## src/rtl/alu_pkg.sv

```systemverilog
// alu_pkg: shared ALU op codes and execute-unit state encoding
package alu_pkg;
  localparam logic [2:0] ALU_ADD = 3'b000;
  localparam logic [2:0] ALU_SUB = 3'b001;
  localparam logic [2:0] ALU_AND = 3'b010;
  localparam logic [2:0] ALU_OR  = 3'b011;
  localparam logic [2:0] ALU_SLL = 3'b100;
  localparam logic [2:0] ALU_SLT = 3'b101;
  localparam logic [2:0] ALU_SRL = 3'b110;
  localparam logic [2:0] ALU_SRA = 3'b111;
  typedef enum logic [1:0] {ST_IDLE, ST_SHIFT, ST_DONE} state_t;
endpackage

```

## src/rtl/alu_exec_unit_if.sv

```systemverilog
// alu_exec_unit_if: request/response handshake bundle; master = producer/consumer side, slave = execute unit
interface alu_exec_unit_if #(parameter int WIDTH = 32);
  logic             in_valid;
  logic             in_ready;
  logic [2:0]       alu_control;
  logic [WIDTH-1:0] src_a;
  logic [WIDTH-1:0] src_b;
  logic             out_valid;
  logic             out_ready;
  logic [WIDTH-1:0] result;
  logic             zero;
  logic             illegal;
  modport master (output in_valid, alu_control, src_a, src_b, out_ready,
                  input in_ready, out_valid, result, zero, illegal);
  modport slave (input in_valid, alu_control, src_a, src_b, out_ready,
                 output in_ready, out_valid, result, zero, illegal);
endinterface

```

## src/rtl/alu_comb_core.sv

```systemverilog
// alu_comb_core: combinational ADD/SUB/AND/OR/SLT datapath (op, a, b -> y); other codes give 0
module alu_comb_core
  import alu_pkg::*;
#(
  parameter int WIDTH = 32
) (
  input  logic [2:0]       op,
  input  logic [WIDTH-1:0] a,
  input  logic [WIDTH-1:0] b,
  output logic [WIDTH-1:0] y
);
  logic lt;
  assign lt = $signed(a) < $signed(b);
  always_comb
    y = op == ALU_ADD ? a + b :
        op == ALU_SUB ? a - b :
        op == ALU_AND ? a & b :
        op == ALU_OR  ? a | b :
        op == ALU_SLT ? {{(WIDTH-1){1'b0}}, lt} : '0;
endmodule

```

## src/rtl/alu_exec_unit.sv

```systemverilog
// alu_exec_unit: valid/ready ALU execute stage (clk, rst async high, bus slave); ALU_EXEC_SHIFT_EN adds iterative shifts
module alu_exec_unit
  import alu_pkg::*;
#(
  parameter int WIDTH = 32
) (
  input logic            clk,
  input logic            rst,
  alu_exec_unit_if.slave bus
);
  state_t           state;
  logic [WIDTH-1:0] res;
  logic             ill;
  logic [WIDTH-1:0] core_y;
  logic             accept;
  logic             is_shift;
  assign bus.in_ready  = state == ST_IDLE || (state == ST_DONE && bus.out_ready);
  assign bus.out_valid = state == ST_DONE;
  assign bus.result    = res;
  assign bus.zero      = res == '0;
  assign bus.illegal   = ill;
  assign accept        = bus.in_valid && bus.in_ready;
  assign is_shift      = bus.alu_control == ALU_SLL || bus.alu_control == ALU_SRL ||
                         bus.alu_control == ALU_SRA;
  alu_comb_core #(.WIDTH(WIDTH)) u_core (
    .op(bus.alu_control),
    .a (bus.src_a),
    .b (bus.src_b),
    .y (core_y)
  );
`ifdef ALU_EXEC_SHIFT_EN
  localparam int SW = $clog2(WIDTH);
  logic [SW-1:0]    cnt;
  logic [SW-1:0]    shamt;
  logic [2:0]       op;
  logic [WIDTH-1:0] shifted;
  assign shamt   = bus.src_b[SW-1:0];
  assign shifted = op == ALU_SLL ? res << 1 : {op == ALU_SRA && res[WIDTH-1], res[WIDTH-1:1]};
  always_ff @(posedge clk or posedge rst)
    if (rst) begin
      state <= ST_IDLE;
      res   <= '0;
      ill   <= 1'b0;
      cnt   <= '0;
      op    <= ALU_ADD;
    end else if (accept) begin
      op  <= bus.alu_control;
      ill <= 1'b0;
      if (is_shift) begin
        res   <= bus.src_a;
        cnt   <= shamt;
        state <= shamt == '0 ? ST_DONE : ST_SHIFT;
      end else begin
        res   <= core_y;
        state <= ST_DONE;
      end
    end else if (state == ST_SHIFT) begin
      res <= shifted;
      cnt <= cnt - 1'b1;
      if (cnt == SW'(1)) state <= ST_DONE;
    end else if (state == ST_DONE && bus.out_ready)
      state <= ST_IDLE;
`else
  // Unsupported shift codes fall through the core as 0 and are flagged illegal.
  always_ff @(posedge clk or posedge rst)
    if (rst) begin
      state <= ST_IDLE;
      res   <= '0;
      ill   <= 1'b0;
    end else if (accept) begin
      res   <= core_y;
      ill   <= is_shift;
      state <= ST_DONE;
    end else if (state == ST_DONE && bus.out_ready)
      state <= ST_IDLE;
`endif
endmodule

```

## src/flat_wrapper.sv

```systemverilog
// flat-port wrapper written by rule: the top's interface ports become plain ports
module alu_exec_unit_flat import alu_pkg::*;
#(
  parameter int WIDTH = 32
)
  (clk, rst, bus_in_valid, bus_alu_control, bus_src_a, bus_src_b, bus_out_ready, bus_in_ready, bus_out_valid, bus_result, bus_zero, bus_illegal);
  alu_exec_unit_if #(.WIDTH(WIDTH)) bus_i ();
  input logic clk;
  input logic rst;
  input wire logic [$bits(bus_i.in_valid)-1:0] bus_in_valid;
  input wire logic [$bits(bus_i.alu_control)-1:0] bus_alu_control;
  input wire logic [$bits(bus_i.src_a)-1:0] bus_src_a;
  input wire logic [$bits(bus_i.src_b)-1:0] bus_src_b;
  input wire logic [$bits(bus_i.out_ready)-1:0] bus_out_ready;
  output wire logic [$bits(bus_i.in_ready)-1:0] bus_in_ready;
  output wire logic [$bits(bus_i.out_valid)-1:0] bus_out_valid;
  output wire logic [$bits(bus_i.result)-1:0] bus_result;
  output wire logic [$bits(bus_i.zero)-1:0] bus_zero;
  output wire logic [$bits(bus_i.illegal)-1:0] bus_illegal;
  assign bus_i.in_valid = bus_in_valid;
  assign bus_i.alu_control = bus_alu_control;
  assign bus_i.src_a = bus_src_a;
  assign bus_i.src_b = bus_src_b;
  assign bus_i.out_ready = bus_out_ready;
  assign bus_in_ready = bus_i.in_ready;
  assign bus_out_valid = bus_i.out_valid;
  assign bus_result = bus_i.result;
  assign bus_zero = bus_i.zero;
  assign bus_illegal = bus_i.illegal;
  alu_exec_unit #(.WIDTH(WIDTH)) u_core (.clk(clk), .rst(rst), .bus(bus_i));
endmodule
```

## config.mk

```make
export PLATFORM = sky130hd
export DESIGN_NAME = alu_exec_unit_flat
export DESIGN_NICKNAME = d
export VERILOG_FILES = /design/src/rtl/alu_pkg.sv /design/src/rtl/alu_exec_unit_if.sv /design/src/rtl/alu_comb_core.sv /design/src/rtl/alu_exec_unit.sv /design/src/flat_wrapper.sv
export SDC_FILE = /design/constraint.sdc
export NUM_CORES = 1
export LEC_CHECK = 0
export ABC_AREA = 1
export ABC_CLOCK_PERIOD_IN_PS = 1400
export CORE_ASPECT_RATIO = 0.8
export CORE_MARGIN = 4
export CORE_UTILIZATION = 30
export CTS_BUF_LIST = sky130_fd_sc_hd__clkbuf_2 sky130_fd_sc_hd__clkbuf_4 sky130_fd_sc_hd__clkbuf_8
export DETAILED_ROUTE_END_ITERATION = 7
export DONT_BUFFER_PORTS = 1
export HOLD_SLACK_MARGIN = 0.06
export REMOVE_ABC_BUFFERS = 1
export SYNTH_ARGS = -nofsm -noshare
export SYNTH_HDL_FRONTEND = slang
export SYNTH_HIERARCHICAL = 1
export SYNTH_SLANG_ARGS = --single-unit
export TNS_END_PERCENT = 10
```

## constraint.sdc

```tcl
create_clock -name clk -period 1.4 [get_ports clk]
set_input_delay 0.28 -clock clk [delete_from_list [all_inputs] [get_ports clk]]
set_output_delay 0.28 -clock clk [all_outputs]
set_load 0.1 [all_outputs]
```

After elaboration in Yosys (flattened, before gate mapping). Index checks and enable logic that the tools add are counted.

Register bits: 35. Output and inout bits: 36. Logic and storage cells: 32.

Add/sub/neg operators: 2. $lt $le $gt $ge: 1. Equality and inequality tests: 8. Multiplexer cells: 7. Bitwise operators: 2. Reductions and logical operators: 9.

Operators by type and width (count): 32-bit 2-to-1 mux (4); 32-bit adder (1); 32-bit bitwise AND (1); 32-bit zero test (1); 32-bit < comparator (1); 32-bit bitwise OR (1); 32-bit subtractor (1); 3-bit equality test, second input constant (4); 3-bit by 2-bit equality test with 1-bit output, second input constant (2); 2-bit 2-to-1 mux (2); 3-bit by 1-bit equality test with 1-bit output, second input constant (1); 3-bit zero test (1); 1-bit logical OR (3); 2-bit equality test, second input constant (1); 1-bit logical AND (2); 2-bit zero test (1); 2-bit nonzero test (1); 1-bit 2-to-1 mux (1).

Depth between registers and ports, before layout. Gate-level depths: netlist (run 1).

Depth in word-level cells: 6. Gate-level depth with buffers: 18. Gate-level depth less buffers: 17.

Modules after synthesis. Netlist (run 1), hierarchy kept.

Modules (own cells, without submodules): alu_comb_core (instances 1, cells each 1162, area an instance 5944.5 um2, sequential area each 0.0 um2); alu_exec_unit (instances 1, cells each 177, area an instance 1486.4 um2, sequential area each 850.8 um2).

Worst setup path before layout (run 1). OpenSTA, ideal clock, no wires.

Kind: flip-flop to output port. Start point: register u_core.res[31], in the netlist u_core/bus.result[31]. End point: output port bus_zero. Arrival time: 2405 ps. Slack: -1285 ps. Cell stages (with the launch flop): 6. Buffers on the path: 0. Path through: dfrtp_1 nor2_1 nand2_1 nor2_1 nand2_1 nor2_1.

Cells in the longest elaborated chain, start to end: 1.

Ends and longest elaborated chain: start: declaration (RTL line alu_exec_unit.sv:12) `logic [WIDTH-1:0] res;`; start signal: assignment (RTL line alu_exec_unit.sv:71) `res <= core_y;`; 32-bit zero test (RTL line alu_exec_unit.sv:20) `assign bus.zero = res == '0;`; end: declaration (RTL line flat_wrapper.sv:18) `output wire logic [$bits(bus_i.zero)-1:0] bus_zero;`.

Every way passes these cells.

Final worst setup path (run 1).
Start point: input port bus_src_b[2]. End point: register u_core.res[17], in the netlist u_core/bus.result[17].

Cells in the longest elaborated chain, start to end: 3.

Ends and longest elaborated chain: start: declaration (RTL line flat_wrapper.sv:13) `input wire logic [$bits(bus_i.src_b)-1:0] bus_src_b;`; 32-bit subtractor (RTL line alu_comb_core.sv:16) `op == ALU_SUB ? a - b :`; 32-bit 2-to-1 mux (RTL line alu_comb_core.sv:16); 32-bit 2-to-1 mux (*) (RTL line alu_comb_core.sv:15) `y = op == ALU_ADD ? a + b :`; net u_core.core_y[17] (RTL line alu_exec_unit.sv:14) `logic [WIDTH-1:0] core_y;`.

The timed path passes the listed nets; every way through them passes the cells marked *. A chain may end at the register's enable or synchronous reset.

==> results of run 1 <==
area by class of cell:
| cell class | count | area, µm² |
|---|---|---|
| repair buffers | 299 | 2380 |
| clock buffers | 5 | 68.8 |
| multi-input cells | 1017 | 6470 |
| flip-flops and latches | 34 | 851 |
| inverters | 250 | 973 |
| fillers | 2589 | 13200 |
| well taps | 318 | 398 |
| clock inverters | 3 | 68.8 |
synthesized netlist by cell type, drive strengths merged:
library cell / count / area (µm²)
nand2: 470 / 1810
inv: 250 / 943
nor2: 117 / 454
ha: 96 / 1200
nand3: 83 / 425
a21oi: 80 / 404
o21ai: 70 / 358
dfrtp: 34 / 851
buf: 25 / 194
nand4: 17 / 106
xor2: 16 / 140
clkbuf: 13 / 51.3
nand3b: 13 / 97.6
nor3: 13 / 70.1
o21bai: 12 / 90.1
o22ai: 10 / 62.6
nor4: 4 / 25.0
o2111ai: 3 / 26.3
a31oi: 2 / 12.5
and2: 2 / 12.5
fa: 2 / 40.0
or2: 2 / 12.5
xnor2: 2 / 17.5
a211oi: 1 / 7.51
and3: 1 / 6.26
o221ai: 1 / 8.76
logic make-up (layout without fill, tap and decap cells):
group,after synthesis,in the layout,synth area share (%)
DFF,34,34,11.4
and+or+nand+nor,722,722,40.7
adders and majority gates,98,98,16.7
buffers and inverters,288,557,16.0
AOI/OAI and AO/OA,179,179,13.0
xor gates and xnor gates,18,18,2.12
sequential cells by signal (all words and copies together), names as in the netlist:
register / count
u_core/state: 1
u_core/bus.illegal: 1
u_core/bus.result: 32
metal layers:
layer / global-route usage (%) / share of wire [%]
met4: 2.51 / 0.83
met5: 0 / 0
met2: 32.0 / 40
met3: 5.24 / 11
met1: 36.1 / 49
through the flow:
step | hold WS (ns) | worst slack [ns] | power (mW)
finish | 0.139 | -0.449 | 7.99
CTS | 0.134 | -0.394 | 7.67
global placement | 0.302 | -0.926 | 6.16
floorplan | 0.422 | -1.28 | 4.26
detailed placement | 0.303 | -0.923 | 6.18
global route | 0.167 | -0.493 | 8.47
critical path, stage by stage:
cell,delay (ns)
inv_1,0.05
buf_4,0.14
ha_4,0.15
buf_4,0.14
inv_4,0.06
nand2_2,0.07
nand2_2,0.11
a21oi_2,0.08
o21ai_2,0.15
buf_4,0.13
nand3_1,0.07
nand2_1,0.06
nand2_1,0.05
nand2_1,0.06
nand3b_1,0.23
nand2_1,0.15
nand2_1,0.05
where the power goes:
group	internal [mW]	leakage (nW)	switching, mW
clock	0.714	0.0683	0.411
combinational	1.98	5.60	3.66
sequential	1.13	0.443	0.0903
timing repair:
action,in CTS,in global routing
pin swaps,40,49
buffers inserted,8,5
setup endpoints to repair,34,32
resized for setup,181,135
hold buffers,1,0
endpoints found under the hold margin,34,0
final timing paths:
check | start | to | slack, ns | cells past startpoint
min in group asynchronous | rst | u_core/bus.result[22]$_DFFE_PP0P_ | 0.53 | 3
max reg2reg | u_core/state[1]$_DFFE_PP0P_ | u_core/bus.result[23]$_DFFE_PP0P_ | 0.19 | 5
min | bus_alu_control[2] | u_core/bus.illegal$_DFFE_PP0P_ | 0.14 | 2
max in group asynchronous | rst | u_core/bus.result[30]$_DFFE_PP0P_ | 0.53 | 3
min reg2reg | u_core/state[1]$_DFFE_PP0P_ | u_core/state[1]$_DFFE_PP0P_ | 0.72 | 3
max | bus_src_b[2] | u_core/bus.result[17]$_DFFE_PP0P_ | -0.45 | 17
==> summary.txt, run 1 <==
Layout
  • Diode count: 0
  • Final cell count without fillers: roughly 1900
  • Leading cell type in the layout, fill and taps excluded: nand2_1
  • Layout cells sized above 1: between 30% and 40%
  • Most frequent cells in the layout: nand2_1 (393), buf_4 (281), inv_1 (219)
  • Fin util: a little under half
  • Area grow syn2layout: 50.9%
  • Final Net Count: approximately 1800
  • Cell area after layout: 0.0112 mm²

CTS
  • Reg clk slew, reported paths: 0.07 ns
  • Latest clock arrival within the worst-skew pair: approximately 0.3 ns
  • Inserted Clock Buffers: 5
  • Total clock sinks: 34
  • CTS tree: built
  • Clock Tree Buf Depth: 2
  • Depth of the CTS H-tree: 2
  • Clk Tree Root Cell: clkbuf_8

Timing
  • Minimum clock period: 1.85 ns
  • Relative max-transition margin: roughly 64%
  • Final setup vio count: 32
  • Final Hold Viols: 0
  • Slew @ Worst Pin: 0.532 ns
  • Clock Skew: 0.0114 ns
  • Final Max Tran Viols: 0
  • Setup ws final: -0.449 ns
  • Max Clk Rate: approximately 540 MHz
  • RSZ-0062 raised after global routing: true
  • Period utilization: 132%
  • Setup_tns: -9.58 ns

GRT
  • First-pass GRT wire length: around 48000 µm
  • Initial antenna violation count: 0
  • Largest net degree at the start of global routing: 35
  • Vias in the first global route: 8728
  • Total GRT Usage: a little under a quarter
  • Grt ovf: 0

Floorplan
  • Core ar.: 0.0244 mm²
  • Row count: 51
  • Die X: 184 µm
  • Die area: approximately 0.027 mm²
  • Starting density of the core: approximately 30%
  • Io pins: roughly 110
  • Die height: around 150 µm

Synthesis
  • Mapped Area: ~0.0074 mm²
  • Cells after Synth: about 1300
  • Yosys Warn Count: 6
  • Sequential cell area fraction in the yosys report: about 11%
  • Avg Cell Area, Syn: 5.55 µm²
  • FF+latch count, synth: 34
  • Post-synth cell types: 42

Placement
  • DP HPWL: about 28000 µm
  • PortBufs: 0
  • Gpl congestion: between 1 and 1.5
  • Post-DP Area: just under 0.01 mm²
  • Placed insts: between 1500 and 2000

Job
  • Max Cap Viol: 0

Route
  • Drt wl/cell: roughly 17 µm
  • Vias after detailed routing: between 9000 and 10000
  • # DRC: 0
  • First drt pass iteration count: 5
  • Vias/cell: around 4.9
  • Initial DRC count: 905
  • Antenna-violating nets left: 0
  • Routed WL: around 33000 µm

Worst setup path
  • Crit end category: flip-flop
  • WP data required: ~1.6 ns
  • CP Launch Type: primary input
  • Critical Setup Path Class: in2reg
  • CP max FO: 3
  • Arrival @ worst endpoint: approximately 2.0 ns

Power and ir drop
  • Max IR drop VDD: approximately 630 µV
  • Pwr dens: around 700 mW/mm²
  • Pleak: between 6 and 7 nW

Outcome
  • Failing checks: negative setup slack
  • Outcome: finished with violations

Min path
  • Tightest Hold Check Type: in2reg
No activity file was read; power rests on OpenSTA's default activity.
==> run 2: changes to the inputs <==
Settings changed: ABC_CLOCK_PERIOD_IN_PS 1400 to 2150, CORE_UTILIZATION 30 to 46, TNS_END_PERCENT 10 to not set.
Clock period 1.4 ns to 2.15 ns, I/O delays scaled along.
==> run 2 against run 1 <==
Net effect:
- design area decreased by 13%
- power down 44%
- non-clock buffer count decreased by 51
- die area is 33% lower
- largest power group unchanged
- critical path depth shrank 3
- the flow now finishes without violations
- flip-flop and latch count is the same
- register-to-register slack improved by 0.74 ns
- highest routed layer is now met5
- worst hold slack lost 0.011 ns
- utilization increased by 15 points
- wire length fell by 12%
- combinational power shrank 42%
- sequential power down 35%
==> summary.txt, run 2 (synthesis gave the netlist of run 1 again) <==
Floorplan
  • Core ar.: 0.0158 mm² (was 0.0244 mm²)
  • Die height: 122 µm (was 149 µm)
  • Starting density of the core: 47.0% (was 30.5%)
  • Row count: 41 (was 51)
  • Die X: 150 µm (was 184 µm)
  • Die area: 0.0183 mm² (was 0.0274 mm²)
  • Io pins: 107 (unchanged)

Placement
  • Pre-CTS setup slack: -0.283 ns (was -0.923 ns)
  • PortBufs: 0 (unchanged)
  • DP HPWL: 24900 µm (was 28000 µm)
  • Gpl congestion: 1.05 (was 1.01)

GRT
  • First-pass GRT wire length: 43700 µm (was 48500 µm)
  • Grt met1 use: 49.1% (was 36.1%)
  • Initial antenna violation count: 1 (was 0)
  • Vias in the first global route: 8315 (was 8728)
  • Grt ovf: 0 (unchanged)
  • Met3 Resource Use GR: 6.40% (was 5.24%)
  • Busiest grt layer: met1 (unchanged)
  • Largest net degree at the start of global routing: 37 (was 35)
  • Total GRT Usage: 30.8% (was 22.8%)
  • Met2 Usage GRT: 42.9% (was 32.0%)

Worst setup path
  • CP startpoint: bus_src_b[11] (was bus_src_b[2])
  • CP max stage cell: ha_2 (was nand3b_1)
  • Worst R2R Start: u_core/state[1]$_DFFE_PP0P_ (unchanged)
  • Worst Setup EP: u_core/bus.result[21]$_DFFE_PP0P_ (was u_core/bus.result[17]$_DFFE_PP0P_)
  • Crit path top cell by count: nand2_1 (unchanged)
  • Crit-path max cell delay: 0.32 ns (was 0.23 ns)
  • CP max FO: 6 (was 3)
  • Crit end category: flip-flop (unchanged)
  • Worst R2R Path Depth: 5 (unchanged)
  • R2R Path End: u_core/bus.result[15]$_DFFE_PP0P_ (was u_core/bus.result[23]$_DFFE_PP0P_)
  • WP data required: 2.33 ns (was 1.58 ns)
  • CP Launch Type: primary input (unchanged)
  • Critical Setup Path Class: in2reg (unchanged)
  • Cell Chain, Critical Path: inv_1 > ha_2 > nor2_1 > inv_1 > o21ai_0 > a21oi_1 > nand2_1 > nand2_1 > nand2_1 > nand2_1 > nand3_1 > nand3b_1 > nand2_1 > nand2_1 (was inv_1 > buf_4 > ha_4 > buf_4 > inv_4 > nand2_2 > nand2_2 > a21oi_2 > o21ai_2 > buf_4 > nand3_1 > nand2_1 > nand2_1 > nand2_1 > nand3b_1 > nand2_1 > nand2_1)
  • Arrival @ worst endpoint: 2.24 ns (was 2.03 ns)
  • Worst R2R Setup Slack: 0.93 ns (was 0.19 ns)

Route
  • Initial DRC count: 897 (was 905)
  • Drt wl/cell: 16.4 µm (was 17.1 µm)
  • # DRC: 0 (unchanged)
  • Vias after detailed routing: 9172 (was 9436)
  • Routed WL: 29000 µm (was 32900 µm)
  • Antenna-violating nets left: 0 (unchanged)
  • Vias/cell: 5.18 (was 4.90)
  • First drt pass iteration count: 5 (unchanged)

Layout
  • Final Net Count: 1725 (was 1776)
  • Layout cells sized above 1: 21.7% (was 35.3%)
  • Max FFs per register: 32 (unchanged)
  • Fin util: 61.5% (was 46.0%)
  • Area grow syn2layout: 30.7% (was 50.9%)
  • Fill cells: 1663 (was 2589)
  • Diode count: 0 (unchanged)
  • Leading cell type in the layout, fill and taps excluded: nand2_1 (unchanged)
  • Most frequent cells in the layout: nand2_1 (445), inv_1 (248), buf_4 (244) (was nand2_1 (393), buf_4 (281), inv_1 (219))

CTS
  • CTS tree: built (unchanged)
  • Clk Tree Root Cell: clkbuf_8 (unchanged)
  • Hold Buf Count CTS: 0 (was 1)
  • Reg clk slew, reported paths: 0.07 ns (about the same)
  • Inserted Clock Buffers: 5 (unchanged)
  • Depth of the CTS H-tree: 2 (unchanged)
  • Clock Tree Buf Depth: 2 (unchanged)
  • Latest clock arrival within the worst-skew pair: 0.28 ns (was 0.30 ns)
  • Total clock sinks: 34 (unchanged)

Timing
  • Final setup vio count: 0 (was 32)
  • Slew @ Worst Pin: 0.484 ns (was 0.532 ns)
  • Period utilization: between 90% and 100%
  • Max Clk Rate: a little under 500 MHz
  • RSZ-0062 raised after global routing: true (unchanged)
  • Minimum clock period: 2.06 ns
  • Final Max Tran Viols: 0 (unchanged)
  • Setup_tns: 0 ns (was -9.58 ns)
  • Setup ws final: 0.0918 ns (was -0.449 ns)
  • Relative max-transition margin: 67.7% (was 64.2%)
  • Final Hold Viols: 0 (unchanged)
  • Clock Skew: 0.00648 ns (was 0.0114 ns)

Min path
  • Tightest Hold Check Type: in2async (was in2reg)

Power and ir drop
  • Sequential power share: 17.6% (was 15.3%)
  • P_sw: 2.46 mW (was 4.17 mW)
  • Pleak: 5.73 nW (was 6.11 nW)
  • Internal power: 2.04 mW (was 3.83 mW)
  • Clk network pwr share: 9.7% (was 14.1%)
  • Comb pwr share: 72.7% (was 70.6%)
  • Pwr dens: 464 mW/mm² (was 713 mW/mm²)
  • Max IR drop VDD: 296 µV (was 632 µV)
  • Sw Ratio: 54.6% (was 52.1%)

Outcome
  • Outcome: complete, no violations (was finished with violations)

Job
  • Max Cap Viol: 0 (unchanged)
[run 2: changes by cell type in the layout (fill, tap and decap cells not counted), sizes merged]
cell / before / now
buf: 298 / 248
bufinv: 2 / 0
clkinv: 1 / 2
dlygate4sd3: 1 / 0
inv: 248 / 250
clkinvlp: 2 / 0
[run 2: routing by layer]
metal	wire length, µm	part of all wire [%]
met2	11100	38
met3	3530	12
met5	8	0.028
met4	217	0.75
met1	14200	49
[run 2: worst min-delay path by stage]
stage,slack [ns],from,endpoint
6_report,0.13,rst,u_core/bus.result[19]$_DFFE_PP0P_
5_1_grt,0.17,rst,u_core/bus.illegal$_DFFE_PP0P_
4_1_cts,0.13,rst,u_core/bus.illegal$_DFFE_PP0P_
3_5_place_dp,0.44,rst,u_core/bus.illegal$_DFFE_PP0P_
3_3_place_gp,0.45,rst,u_core/bus.illegal$_DFFE_PP0P_
2_1_floorplan,0.57,rst,u_core/bus.illegal$_DFFE_PP0P_
[run 2: power by group through the flow]
stage               sequential, mW  combinational, mW  clock [mW]
floorplan                     1.54               1.23           0
CTS                          0.791               3.14       0.445
finish                       0.791               3.28       0.436
global route                 0.802               3.51       0.475
detailed placement           0.803               3.12           0
global placement             0.801               3.12           0
[run 2: cell type report]
cell class                      instances  area (µm²)  share of cell area [%]
Clock buffer                            5        68.8                   0.709
Timing Repair Buffer                  248        1910                    19.7
Inverter                              250         943                    9.71
Sequential cell                        34         851                    8.76
Tap cell                              215         269                    2.77
Clock inverter                          2        10.0                   0.103
Multi-Input combinational cell       1017        5660                    58.3
[run 2: timing repair]
action	in CTS	in global routing
buffers inserted	0	1
endpoints found under the setup margin	0	27
resized for setup	0	64
[run 2: critical path: cells and delay by family]
kind / cells / cell delay (ns)
simple gates: 9 / 0.97
compound gates: 2 / 0.39
fa+ha+maj: 1 / 0.32
buf+inv: 2 / 0.14
[run 2: through the flow]
| step | power, mW | cell area, µm² | hold WS [ns] | std cells |
|---|---|---|---|---|
| 5_1_grt | 4.78 | 9710 | 0.167 | 1771 |
| 3_3_place_gp | 3.92 | 9370 | 0.445 | 1764 |
| 4_1_cts | 4.37 | 9450 | 0.132 | 1771 |
| 3_5_place_dp | 3.93 | 9370 | 0.437 | 1764 |
| 6_report | 4.50 | 9710 | 0.128 | 1771 |
| 2_1_floorplan | 2.77 | 7190 | 0.572 | 1301 |
==> run 3: changes to the inputs <==
Settings changed: SKIP_LAST_GASP set to 1.
==> run 3 against run 2 <==
Net effect:
- register-to-register slack is essentially flat
- non-clock buffer count is the same
- combinational power is essentially flat
- sequential share of layout area is essentially flat
- flip-flop and latch count is the same
- sequential power is essentially flat
- largest power group unchanged
- via count is essentially flat
- die area is the same
==> summary.txt, run 3 (synthesis gave the netlist of run 1 again) <==
Layout
  • Leading cell type in the layout, fill and taps excluded: nand2_1 (unchanged)
  • Final cell count without fillers: 1771 (unchanged)
  • Layout cells sized above 1: 21.5% (was 21.7%)
  • Max FFs per register: 32 (unchanged)
  • Cell area after layout: 0.00971 mm² (about the same)
  • Final Net Count: 1725 (unchanged)
  • Area grow syn2layout: 30.6% (was 30.7%)
  • Diode count: 0 (unchanged)
  • Most frequent cells in the layout: nand2_1 (446), inv_1 (248), buf_4 (244) (was nand2_1 (445), inv_1 (248), buf_4 (244))

Route
  • Initial DRC count: 929 (was 897)
  • Routed WL: 29000 µm (about the same)
  • First drt pass iteration count: 5 (unchanged)
  • Vias after detailed routing: 9164 (was 9172)
  • Antenna-violating nets left: 0 (unchanged)
  • Vias/cell: 5.17 (was 5.18)
  • # DRC: 0 (unchanged)
  • Drt wl/cell: 16.4 µm (about the same)

Timing
  • Final setup vio count: 0 (unchanged)
  • Clock Skew: 0.00674 ns (was 0.00648 ns)
  • Minimum clock period: 2.09 ns (was 2.06 ns)
  • Period utilization: 97.4% (was 95.7%)
  • Setup ws final: 0.0556 ns (was 0.0918 ns)
  • RSZ-0062 raised after global routing: true (unchanged)
  • Final Max Tran Viols: 0 (unchanged)
  • Relative max-transition margin: 68.3% (was 67.7%)
  • Final Hold Viols: 0 (unchanged)
  • Max Clk Rate: 477 MHz (was 486 MHz)
  • Slew @ Worst Pin: 0.475 ns (was 0.484 ns)
  • Fin Hold WS: 0.129 ns (was 0.128 ns)

GRT
  • Initial antenna violation count: 1 (unchanged)
  • Largest net degree at the start of global routing: 37 (unchanged)
  • Total GRT Usage: 30.8% (unchanged)
  • Vias in the first global route: 8315 (unchanged)
  • Grt ovf: 0 (unchanged)
  • First-pass GRT wire length: 43700 µm (unchanged)

Placement
  • Pre-CTS setup slack: -0.283 ns (unchanged)
  • Gpl congestion: 1.05 (unchanged)
  • Post-DP Area: 0.00937 mm² (unchanged)
  • DP HPWL: 24900 µm (unchanged)
  • PortBufs: 0 (unchanged)
  • Placed insts: 1764 (unchanged)

Floorplan
  • Die X: 150 µm (unchanged)
  • Row count: 41 (unchanged)
  • Die area: 0.0183 mm² (unchanged)
  • Die height: 122 µm (unchanged)
  • Core ar.: 0.0158 mm² (unchanged)
  • Starting density of the core: 47.0% (unchanged)
  • Io pins: 107 (unchanged)

Power and ir drop
  • Pwr dens: 463 mW/mm² (was 464 mW/mm²)
  • Comb pwr share: 72.7% (about the same)
  • Sequential power share: 17.6% (about the same)
  • Internal power: 2.04 mW (about the same)
  • Design Power: 4.50 mW (about the same)
  • P_sw: 2.46 mW (about the same)
  • Sw Ratio: 54.6% (about the same)
  • Clk network pwr share: 9.7% (about the same)
  • Max IR drop VDD: 296 µV (about the same)
  • Pleak: 5.73 nW (about the same)

CTS
  • Inserted Clock Buffers: 5 (unchanged)
  • Clock Tree Buf Depth: 2 (unchanged)
  • CTS tree: built (unchanged)
  • Total clock sinks: 34 (unchanged)
  • Depth of the CTS H-tree: 2 (unchanged)
  • Clk Tree Root Cell: clkbuf_8 (unchanged)
  • Hold Buf Count CTS: 0 (unchanged)
  • Reg clk slew, reported paths: 0.07 ns (about the same)
  • Latest clock arrival within the worst-skew pair: 0.28 ns (about the same)

Worst setup path
  • Crit-path max cell delay: 0.34 ns (was 0.32 ns)
  • Worst R2R Path Depth: 5 (unchanged)
  • CP max stage cell: o21ai_0 (was ha_2)
  • Worst R2R Start: u_core/state[1]$_DFFE_PP0P_ (unchanged)
  • Crit path top cell by count: nand2_1 (unchanged)
  • Arrival @ worst endpoint: 2.27 ns (was 2.24 ns)
  • Worst Setup EP: u_core/bus.result[21]$_DFFE_PP0P_ (unchanged)
  • CP startpoint: bus_src_b[11] (unchanged)
  • Cell Chain, Critical Path: inv_1 > ha_2 > nor2_1 > inv_1 > o21ai_0 > a21oi_1 > nand2_1 > nand2_1 > nand2_1 > nand2_1 > nand3_1 > nand3b_1 > nand2_1 > nand2_1 (unchanged)
  • CP Launch Type: primary input (unchanged)
  • Worst R2R Setup Slack: 0.93 ns (about the same)
  • Crit end category: flip-flop (unchanged)
  • R2R Path End: u_core/bus.result[15]$_DFFE_PP0P_ (unchanged)
  • Critical Setup Path Class: in2reg (unchanged)
  • CP max FO: 6 (unchanged)
  • WP data required: 2.33 ns (about the same)

Outcome
  • Outcome: complete, no violations (unchanged)

Min path
  • Tightest Hold Check Type: in2async (unchanged)

Job
  • Max Cap Viol: 0 (unchanged)
run 3: cell counts in the layout (fill, tap and decap cells not counted):
No cell type changed its count.
run 3: worst min-delay path by stage:
stage / to / slack [ns] / depth (start not counted)
global route: u_core/bus.illegal$_DFFE_PP0P_ / 0.17 / 2
global placement: u_core/bus.illegal$_DFFE_PP0P_ / 0.45 / 2
finish: u_core/bus.result[19]$_DFFE_PP0P_ / 0.13 / 2
detailed placement: u_core/bus.illegal$_DFFE_PP0P_ / 0.44 / 2
floorplan: u_core/bus.illegal$_DFFE_PP0P_ / 0.57 / 1
CTS: u_core/bus.illegal$_DFFE_PP0P_ / 0.13 / 2
run 3: routing by layer:
metal | part of all wire, % | track usage (%)
met2 | 38 | 42.9
met5 | 0.028 | 0
met3 | 13 | 6.40
met1 | 48 | 49.1
met4 | 1.0 | 4.17
run 3: repair_timing:
action | 4_1_cts | 5_1_grt
setup endpoints to repair | 0 | 27
setup buffers | 0 | 1
gates resized for setup | 0 | 61
run 3: stage by stage:
stage | setup TNS, ns | util (%)
2_1_floorplan | -0.907 | -
3_3_place_gp | -5.12 | 59.3
3_5_place_dp | -5.22 | 59.3
4_1_cts | 0 | 59.8
5_1_grt | -0.161 | 61.4
6_report | 0 | 61.4
run 3: area by class of cell:
| type | instances | area (µm²) |
|---|---|---|
| Sequential cell | 34 | 851 |
| Fill cell | 1661 | 6090 |
| Inverter | 250 | 943 |
| Tap cell | 215 | 269 |
| Multi-Input combinational cell | 1017 | 5650 |
| Timing Repair Buffer | 248 | 1910 |
| Clock inverter | 2 | 10.0 |
| Clock buffer | 5 | 68.8 |
run 3: critical path, delay by kind of cell:
| family | cells | cell delay, ns |
|---|---|---|
| AND/OR/NAND/NOR | 9 | 0.97 |
| buffers and inverters | 2 | 0.14 |
| adder cells (fa/ha/maj) | 1 | 0.31 |
| AO/OA/AOI/OAI | 2 | 0.42 |
run 3: power groups by stage:
stage | Clock, mW | Sequential, mW | Combinational [mW]
floorplan | 0 | 1.54 | 1.23
CTS | 0.445 | 0.791 | 3.14
global placement | 0 | 0.801 | 3.12
finish | 0.435 | 0.791 | 3.27
global route | 0.475 | 0.802 | 3.50
detailed placement | 0 | 0.803 | 3.12
